==> config.mk <==
export PLATFORM = sky130hd
export DESIGN_NAME = id_operand_stage_flat
export DESIGN_NICKNAME = d
export VERILOG_FILES = /design/src/rtl/id_operand_stage_if.sv /design/src/rtl/id_operand_stage.sv /design/src/flat_wrapper.sv
export SDC_FILE = /design/constraint.sdc
export NUM_CORES = 2
export LEC_CHECK = 0
export ABC_AREA = 1
export CAP_MARGIN = 30
export CORE_MARGIN = 1.5
export CORE_UTILIZATION = 40
export CTS_CLUSTER_SIZE = 20
export DETAILED_ROUTE_END_ITERATION = 7
export SYNTH_ARGS = -nofsm -noshare
export SYNTH_HDL_FRONTEND = slang
export SYNTH_SLANG_ARGS = --single-unit
==> constraint.sdc <==
create_clock -name clk -period 8.2 [get_ports clk]
set_input_delay 2.46 -clock clk [delete_from_list [all_inputs] [get_ports clk]]
set_output_delay 2.46 -clock clk [all_outputs]
set_load 0.02 [all_outputs]
==> src/rtl/id_operand_stage_if.sv <==
// Handshake and write-back bundle between fetch, the operand stage, the ALU and write-back.
// The stage connects through the slave modport; the environment driving it uses master.
interface id_operand_stage_if #(
  parameter int DATA_W = 32
);
  logic              if_valid;
  logic [31:0]       if_instr;
  logic              if_ready;
  logic              ex_valid;
  logic              ex_ready;
  logic [31:0]       i_datain;
  logic [DATA_W-1:0] gr1;
  logic [DATA_W-1:0] gr2;
  logic              ex_wen;
  logic [4:0]        ex_dest;
  logic              wb_en;
  logic [4:0]        wb_addr;
  logic [DATA_W-1:0] wb_data;

  modport slave (
    input  if_valid, if_instr, ex_ready, wb_en, wb_addr, wb_data,
    output if_ready, ex_valid, i_datain, gr1, gr2, ex_wen, ex_dest
  );

  modport master (
    output if_valid, if_instr, ex_ready, wb_en, wb_addr, wb_data,
    input  if_ready, ex_valid, i_datain, gr1, gr2, ex_wen, ex_dest
  );
endinterface

==> src/rtl/id_operand_stage.sv <==
// Decode/operand-fetch stage: register file, busy scoreboard, RAW stall and ALU-side output register.
// Optional macro ID_WB_BYPASS_EN forwards same-cycle write-back into operands and cancels the hazard.
module id_operand_stage #(
  parameter int DATA_W  = 32,
  parameter int REG_NUM = 32
) (
  input logic                clk,
  input logic                rst,
  id_operand_stage_if.slave  bus
);

  logic [DATA_W-1:0]  regs [REG_NUM];
  logic [REG_NUM-1:0] busy;

  logic [5:0] op;
  logic [5:0] fn;
  logic [4:0] rs;
  logic [4:0] rt;
  logic [4:0] rd;

  logic       has_dest;
  logic [4:0] dest;
  logic       use_rs;
  logic       use_rt;
  logic       rs_wb_hit;
  logic       rt_wb_hit;
  logic       haz;
  logic       issue;

  logic [DATA_W-1:0] rs_val;
  logic [DATA_W-1:0] rt_val;

  assign op = bus.if_instr[31:26];
  assign fn = bus.if_instr[5:0];
  assign rs = bus.if_instr[25:21];
  assign rt = bus.if_instr[20:16];
  assign rd = bus.if_instr[15:11];

  // Unrecognised opcodes fall through with no destination and no sources
  always_comb begin
    has_dest = 1'b0;
    dest     = 5'd0;
    use_rs   = 1'b0;
    use_rt   = 1'b0;
    case (op)
      6'b000000: begin
        has_dest = 1'b1;
        dest     = rd;
        use_rs   = !(fn == 6'b000000 || fn == 6'b000010 || fn == 6'b000011);
        use_rt   = 1'b1;
      end
      6'b001000, 6'b001001, 6'b001010, 6'b001011,
      6'b001100, 6'b001101, 6'b001110, 6'b100011: begin
        has_dest = 1'b1;
        dest     = rt;
        use_rs   = 1'b1;
      end
      6'b101011, 6'b000100, 6'b000101: begin
        use_rs = 1'b1;
        use_rt = 1'b1;
      end
      default: begin
        has_dest = 1'b0;
      end
    endcase
  end

`ifdef ID_WB_BYPASS_EN
  assign rs_wb_hit = bus.wb_en && (bus.wb_addr == rs);
  assign rt_wb_hit = bus.wb_en && (bus.wb_addr == rt);
`else
  assign rs_wb_hit = 1'b0;
  assign rt_wb_hit = 1'b0;
`endif

  assign rs_val = (rs == 5'd0) ? '0 : (rs_wb_hit ? bus.wb_data : regs[rs]);
  assign rt_val = (rt == 5'd0) ? '0 : (rt_wb_hit ? bus.wb_data : regs[rt]);

  assign haz = (use_rs && (rs != 5'd0) && busy[rs] && !rs_wb_hit) ||
               (use_rt && (rt != 5'd0) && busy[rt] && !rt_wb_hit);

  assign bus.if_ready = (!bus.ex_valid || bus.ex_ready) && !haz;
  assign issue        = bus.if_valid && bus.if_ready;

  // Write-back clear is scheduled before the issue set so a same-register set wins
  always_ff @(posedge clk) begin
    if (rst) begin
      bus.ex_valid <= 1'b0;
      bus.ex_wen   <= 1'b0;
      bus.ex_dest  <= 5'd0;
      bus.i_datain <= 32'd0;
      bus.gr1      <= '0;
      bus.gr2      <= '0;
      busy         <= '0;
      for (int i = 0; i < REG_NUM; i++) begin
        regs[i] <= '0;
      end
    end else begin
      if (bus.wb_en && (bus.wb_addr != 5'd0)) begin
        regs[bus.wb_addr] <= bus.wb_data;
        busy[bus.wb_addr] <= 1'b0;
      end
      if (issue) begin
        bus.ex_valid <= 1'b1;
        bus.i_datain <= bus.if_instr;
        bus.gr1      <= rs_val;
        bus.gr2      <= rt_val;
        bus.ex_wen   <= has_dest;
        bus.ex_dest  <= dest;
        if (has_dest && (dest != 5'd0)) begin
          busy[dest] <= 1'b1;
        end
      end else if (bus.ex_ready) begin
        bus.ex_valid <= 1'b0;
      end
    end
  end

endmodule

==> src/flat_wrapper.sv <==
// flat-port wrapper written by rule: the top's interface ports become plain ports
module id_operand_stage_flat 
#(
  parameter int DATA_W  = 32,
  parameter int REG_NUM = 32
)
  (clk, rst, bus_if_valid, bus_if_instr, bus_ex_ready, bus_wb_en, bus_wb_addr, bus_wb_data, bus_if_ready, bus_ex_valid, bus_i_datain, bus_gr1, bus_gr2, bus_ex_wen, bus_ex_dest);
  id_operand_stage_if #(.DATA_W(DATA_W)) bus_i ();
  input logic clk;
  input logic rst;
  input wire logic [$bits(bus_i.if_valid)-1:0] bus_if_valid;
  input wire logic [$bits(bus_i.if_instr)-1:0] bus_if_instr;
  input wire logic [$bits(bus_i.ex_ready)-1:0] bus_ex_ready;
  input wire logic [$bits(bus_i.wb_en)-1:0] bus_wb_en;
  input wire logic [$bits(bus_i.wb_addr)-1:0] bus_wb_addr;
  input wire logic [$bits(bus_i.wb_data)-1:0] bus_wb_data;
  output wire logic [$bits(bus_i.if_ready)-1:0] bus_if_ready;
  output wire logic [$bits(bus_i.ex_valid)-1:0] bus_ex_valid;
  output wire logic [$bits(bus_i.i_datain)-1:0] bus_i_datain;
  output wire logic [$bits(bus_i.gr1)-1:0] bus_gr1;
  output wire logic [$bits(bus_i.gr2)-1:0] bus_gr2;
  output wire logic [$bits(bus_i.ex_wen)-1:0] bus_ex_wen;
  output wire logic [$bits(bus_i.ex_dest)-1:0] bus_ex_dest;
  assign bus_i.if_valid = bus_if_valid;
  assign bus_i.if_instr = bus_if_instr;
  assign bus_i.ex_ready = bus_ex_ready;
  assign bus_i.wb_en = bus_wb_en;
  assign bus_i.wb_addr = bus_wb_addr;
  assign bus_i.wb_data = bus_wb_data;
  assign bus_if_ready = bus_i.if_ready;
  assign bus_ex_valid = bus_i.ex_valid;
  assign bus_i_datain = bus_i.i_datain;
  assign bus_gr1 = bus_i.gr1;
  assign bus_gr2 = bus_i.gr2;
  assign bus_ex_wen = bus_i.ex_wen;
  assign bus_ex_dest = bus_i.ex_dest;
  id_operand_stage #(.DATA_W(DATA_W), .REG_NUM(REG_NUM)) u_core (.clk(clk), .rst(rst), .bus(bus_i));
endmodule
# Yosys cells after proc, flatten, opt, wreduce, memory -nomap -nowiden
# Memory sizes are Yosys's and may differ from the RTL's.
# Cells that the tools add are included.
# classes
n_addsub,0
n_mul,0
div_mod_pow,0
order_cmp,6
n_eq_ne,13
shifts,0
muxes,28
n_bitwise,3
reduce_logical,31
# ops
operator,n
two-way mux 32 bit,7
equality test 6 x 4 -> 1 bit (second input constant),7
AND 32 bit,1
inverter 32 bit,1
bitwise OR 32 bit,1
OR reduction 32 bit,1
< comparator 5 x 6 -> 1 bit (second input constant),4
nonzero test 5 bit,4
two-way mux 1 bit,14
equality test 6 x 2 -> 1 bit (second input constant),2
equality test 6 x 3 -> 1 bit (second input constant),2
equality test 6 bit (second input constant),2
zero test 6 bit,2
OR reduction 11 bit,1
binary-select mux 1 bit (select 5 bit),2
demux 1 bit (select 5 bit),2
greater-or-equal comparator 5 x 1 -> 1 bit (second input constant),2
logical AND 1 bit,10
zero test 5 bit,2
case mux 5 bit (2 select lines),1
OR reduction 9 bit,1
OR reduction 8 bit,1
two-way mux 5 bit,1
logical OR 1 bit,4
other kinds (4),6
# totals
ff_bits,135
latch_bits,0
ram_bits,1024
romBits,0
in_bits,74
out_inout_bits,104
word_cells,89
memories,1
# mem_list
name,words,width,rd,rd_ports_with_merged_regs,wr,line_no,rtl
u_core.regs,32,32,2,0,32,id_operand_stage.sv:12,logic [DATA_W-1:0] regs [REG_NUM];

# Logic depth before layout (Yosys ltp)
# depth
ltp_word,12
ltp_mapped,16
depth_no_buf,13

# Worst setup path after synthesis
# Ideal clock, no wire load.
# synth_timing
path_kind,input port to output port
startpoint,in bus_if_instr[21]
endpoint,out bus_if_ready
t_arrival_ps,3703
path_slack_ps,2037
cell_stages,13
path_cell_list,buf_2 -> inv_2 -> buf_6 -> nand2_1 -> nand3_1 -> nand3_1 -> nand3_1 -> nand2_1 -> nand2_1 -> nand3_2 -> inv_1 -> nor2_2 -> buf_2
# synth_via
elab_chain_cells,6
# synth_rtl
element,line_no,rtl
start: declaration,flat_wrapper.sv:12,input wire logic [$bits(bus_i.if_instr)-1:0] bus_if_instr;
binary-select mux 1 bit (select 5 bit) or nonzero test 5 bit (tied branches),id_operand_stage.sv:79,assign haz = (use_rs && (rs != 5'd0) && busy[rs] && !rs_wb_hit) ||
two-way mux 1 bit (implied by the code) or logical AND 1 bit (tied branches),id_operand_stage.sv:79,
logical AND 1 bit (*),id_operand_stage.sv:79,
logical OR 1 bit (*),id_operand_stage.sv:79,
zero test 1 bit (*),id_operand_stage.sv:82,assign bus.if_ready = (!bus.ex_valid || bus.ex_ready) && !haz;
logical AND 1 bit (*),id_operand_stage.sv:82,
end: declaration,flat_wrapper.sv:17,output wire logic [$bits(bus_i.if_ready)-1:0] bus_if_ready;
# Mark *: on every way between the ends. The rest lies on a longest branch, timed or not. The select of a mux whose other input is x is not followed.

# Worst setup path in the final report
# layout_timing
startpoint,in bus_if_instr[28]
endpoint,out bus_if_ready
# layout_via
elab_chain_cells,8
# layout_rtl
element,line_no,rtl
equality test 6 x 4 -> 1 bit (tied with other cells),id_operand_stage.sv:45,case (op)
OR reduction 11 bit (no line) or OR reduction 4 bit (tied branches),-,
case mux 1 bit (2 select lines) or two-way mux 1 bit (tied branches),id_operand_stage.sv:45,
logical AND 1 bit (on tied branches) (2 in series),"id_operand_stage.sv:79, id_operand_stage.sv:80",
logical OR 1 bit (*),id_operand_stage.sv:79,
zero test 1 bit (*),id_operand_stage.sv:82,
logical AND 1 bit (*),id_operand_stage.sv:82,
# Mark *: on every way between the ends. The rest lies on a longest branch, timed or not.

==> reports/metrics.yaml <==
first_iter_violations: 9149
ys_ff_latch: 1159
cp_data_required_time_ns: 5.74
grt_overflow: 0
rsz0062_at_grt: "no"
seq_area_frac_synth_pct: 55.3
track_usage_pct: 32.9
relSlewSlack_pct: 22.8
crit_family: "buffers and inverters"
layout_common_cells: "nor2_1 (2275), edfxtp_1 (1024), o21ai_0 (975)"
worstMarginPinSlew_ns: 1.16
leakage_nw: 25.2
cts_root_buffer: "clkbuf_16"
startpoint: "bus_if_instr[28]"
hp-start: "u_core.busy[0]$_SDFF_PP0_"
slew_viol_final: 0
tritoncts: "done"
placed_cell_area_sq_um: 64100
num_rows: 142
vias_per_cell: 6.28
dpl.hpwl_mm: 144
wire_per_inst_um: 28.3
cp-end-kind: "output port"
start_util_pct: 40.4
vias: 57700
crit_arrival_ns: 5.19
cts.sinks: 1159
ant_nets: 0
clkTransAtPathRegs_ns: 0.06
tns_ns: 0
clockBufferDepth: 3
cts_hold_buf: 0
port_buffers: 177
synthCells: 7244
design_area_sq_um: 68100
synth_cell_type_count: 31
holdWs_ns: 0.469
area_growth_pct: 12.5
maxCapViolations: 0
cp_common_cell: "nor2_1"
drive_gt1_share_pct: 6.22
setup_ws_ns: 0.555
hold_class: "reg -> reg"
grt_max_degree: 157
postCtsSetupBuffers: 0
final_common_cell: "nor2_1"
power_density_nw_per_um2: 216
clock_latency_ns: 0.78
finalWirelength_mm: 260
rr_startpoint: "u_core.busy[31]$_SDFF_PP0_"
busiest_layer: "met2"
antenna_found_initial: 5
io_pins: 178
min_period_over_period_pct: 93.2
layout_min_cycle_time_ns: 7.65
cp-start-kind: "primary input"
htree_num_levels: 4
grt_util_met2_pct: 49.1
gp_congestion: 0.922
fmax_mhz: 131
worstPathCellList: "clkdlybuf4s50_1, nor2_1, nand3_1, nor2_1, nor2_1, a21oi_1, nand3_2, inv_1, nor2_2, clkdlybuf4s50_1"
crit_type: "in -> out"
path_buf_inv: 3
finClkSkew_ns: 0.0252
dr.pass1.iters: 6
grt_pass1_wl_mm: 369
use_met3_pct: 6.99
hold_viol_final: 0
cts.repair.resized: 0
die_x_um: 392
numCtsBuffers: 132
grt_pass1_vias: 54100
core_area_sq_um: 150000
fp.dieArea_sq_um: 154000
finalCoreUtilization_pct: 45.4
outcome: "completed"
path_max_fanout: 15
yosys_warnings: 0
dp_slack_ns: 0.643
die_h_um: 392
finalSetupViolCount: 0
syn_avg_cell_area_sq_um: 8.35
ir_worst_vdd_uv: 146
nNetsFinal: 7141
worst_path_max_delay_cell: "clkdlybuf4s50_1"
syn_area_sq_um: 60500
drc_errors: 0
slowest_delay_ns: 0.74
grt_use_met1_pct: 42.0
-- report_power, final --
group / internal, mW / switching [mW]
sequential: 6.76 / 0.186
clock: 3.18 / 2.47
combinational: 0.572 / 1.55
total: 10.5 / 4.20
-- through the flow --
| step | power [mW] | std cells |
|---|---|---|
| 2_1_floorplan | 8.18 | 7275 |
| 3_3_place_gp | 9.03 | 8927 |
| 3_5_place_dp | 9.09 | 8948 |
| 4_1_cts | 14.6 | 9184 |
| 5_1_grt | 15.1 | 9187 |
| 6_report | 14.7 | 9187 |
-- cells in the mapped netlist --
cell,number,share of area (%)
a21boi_0,3,0.037
clkbuf_1,457,2.8
o22ai_1,249,2.6
edfxtp_1,1024,51
buf_2,169,1.4
o221a_2,3,0.056
o211ai_1,4,0.050
buf_4,22,0.27
nor2_1,2275,14
nand4_2,1,0.021
buf_1,42,0.26
nor2_4,1,0.019
nand4_1,1,0.010
a21boi_1,6,0.074
nand3_2,2,0.033
inv_1,174,1.1
nand2_1,820,5.1
dfxtp_1,135,4.5
conb_1,1,0.0062
o21ai_1,11,0.091
nor2_2,1,0.010
nand3_1,582,4.8
buf_6,4,0.074
nand3b_2,1,0.019
nor3_1,9,0.074
o21ai_0,975,8.1
nor4_4,1,0.035
o221ai_1,226,3.3
a21oi_1,38,0.31
clkinv_1,2,0.012
inv_2,5,0.031
-- state kept, by name, indices dropped and copies added (netlist names) --
register             cells
u_core.bus.ex_dest       5
u_core.bus.ex_valid      1
u_core.bus.ex_wen        1
u_core.bus.gr1          32
u_core.bus.gr2          32
u_core.bus.i_datain     32
u_core.busy             32
u_core.regs           1024
-- final timing paths --
path	to	slack, ns	cells past startpoint
max	bus_if_ready	0.55	10
min	u_core.busy[0]$_SDFF_PP0_	0.47	2
max reg2reg	u_core.bus.gr1[30]$_SDFFE_PP0P_	5.60	12
min reg2reg	u_core.busy[0]$_SDFF_PP0_	0.47	2
-- logic make-up after synthesis --
group           share of synthesized area, %
compound gates                          14.5
other cells                          0.00620
flops                                   55.3
simple gates                            24.2
buf+inv                                 5.96
-- worst min-delay path: cells and delay by family (launching register included) --
kind                   cells  cell delay [ns]
buffers and inverters      1             0.06
DFF                        1             0.34
and+or+nand+nor            1             0.03
-- per-layer routing --
layer,vias up,share of wire (%)
li1,24600,-
met1,27400,36
met2,4685,43
met3,1050,13
met4,2,8.2
met5,-,0.0050
-- cell type report --
| class | instances | area (sq um) |
|---|---|---|
| repair buffers | 352 | 3570 |
| clock inverters | 65 | 382 |
| clock buffers | 171 | 3610 |
| multi-input cells | 5241 | 23800 |
| fillers | 14300 | 81900 |
| diodes | 2 | 5.00 |
| well taps | 2016 | 2520 |
| inverters | 181 | 729 |
| flip-flops and latches | 1159 | 33500 |
Power figures use the tool's default switching activity.
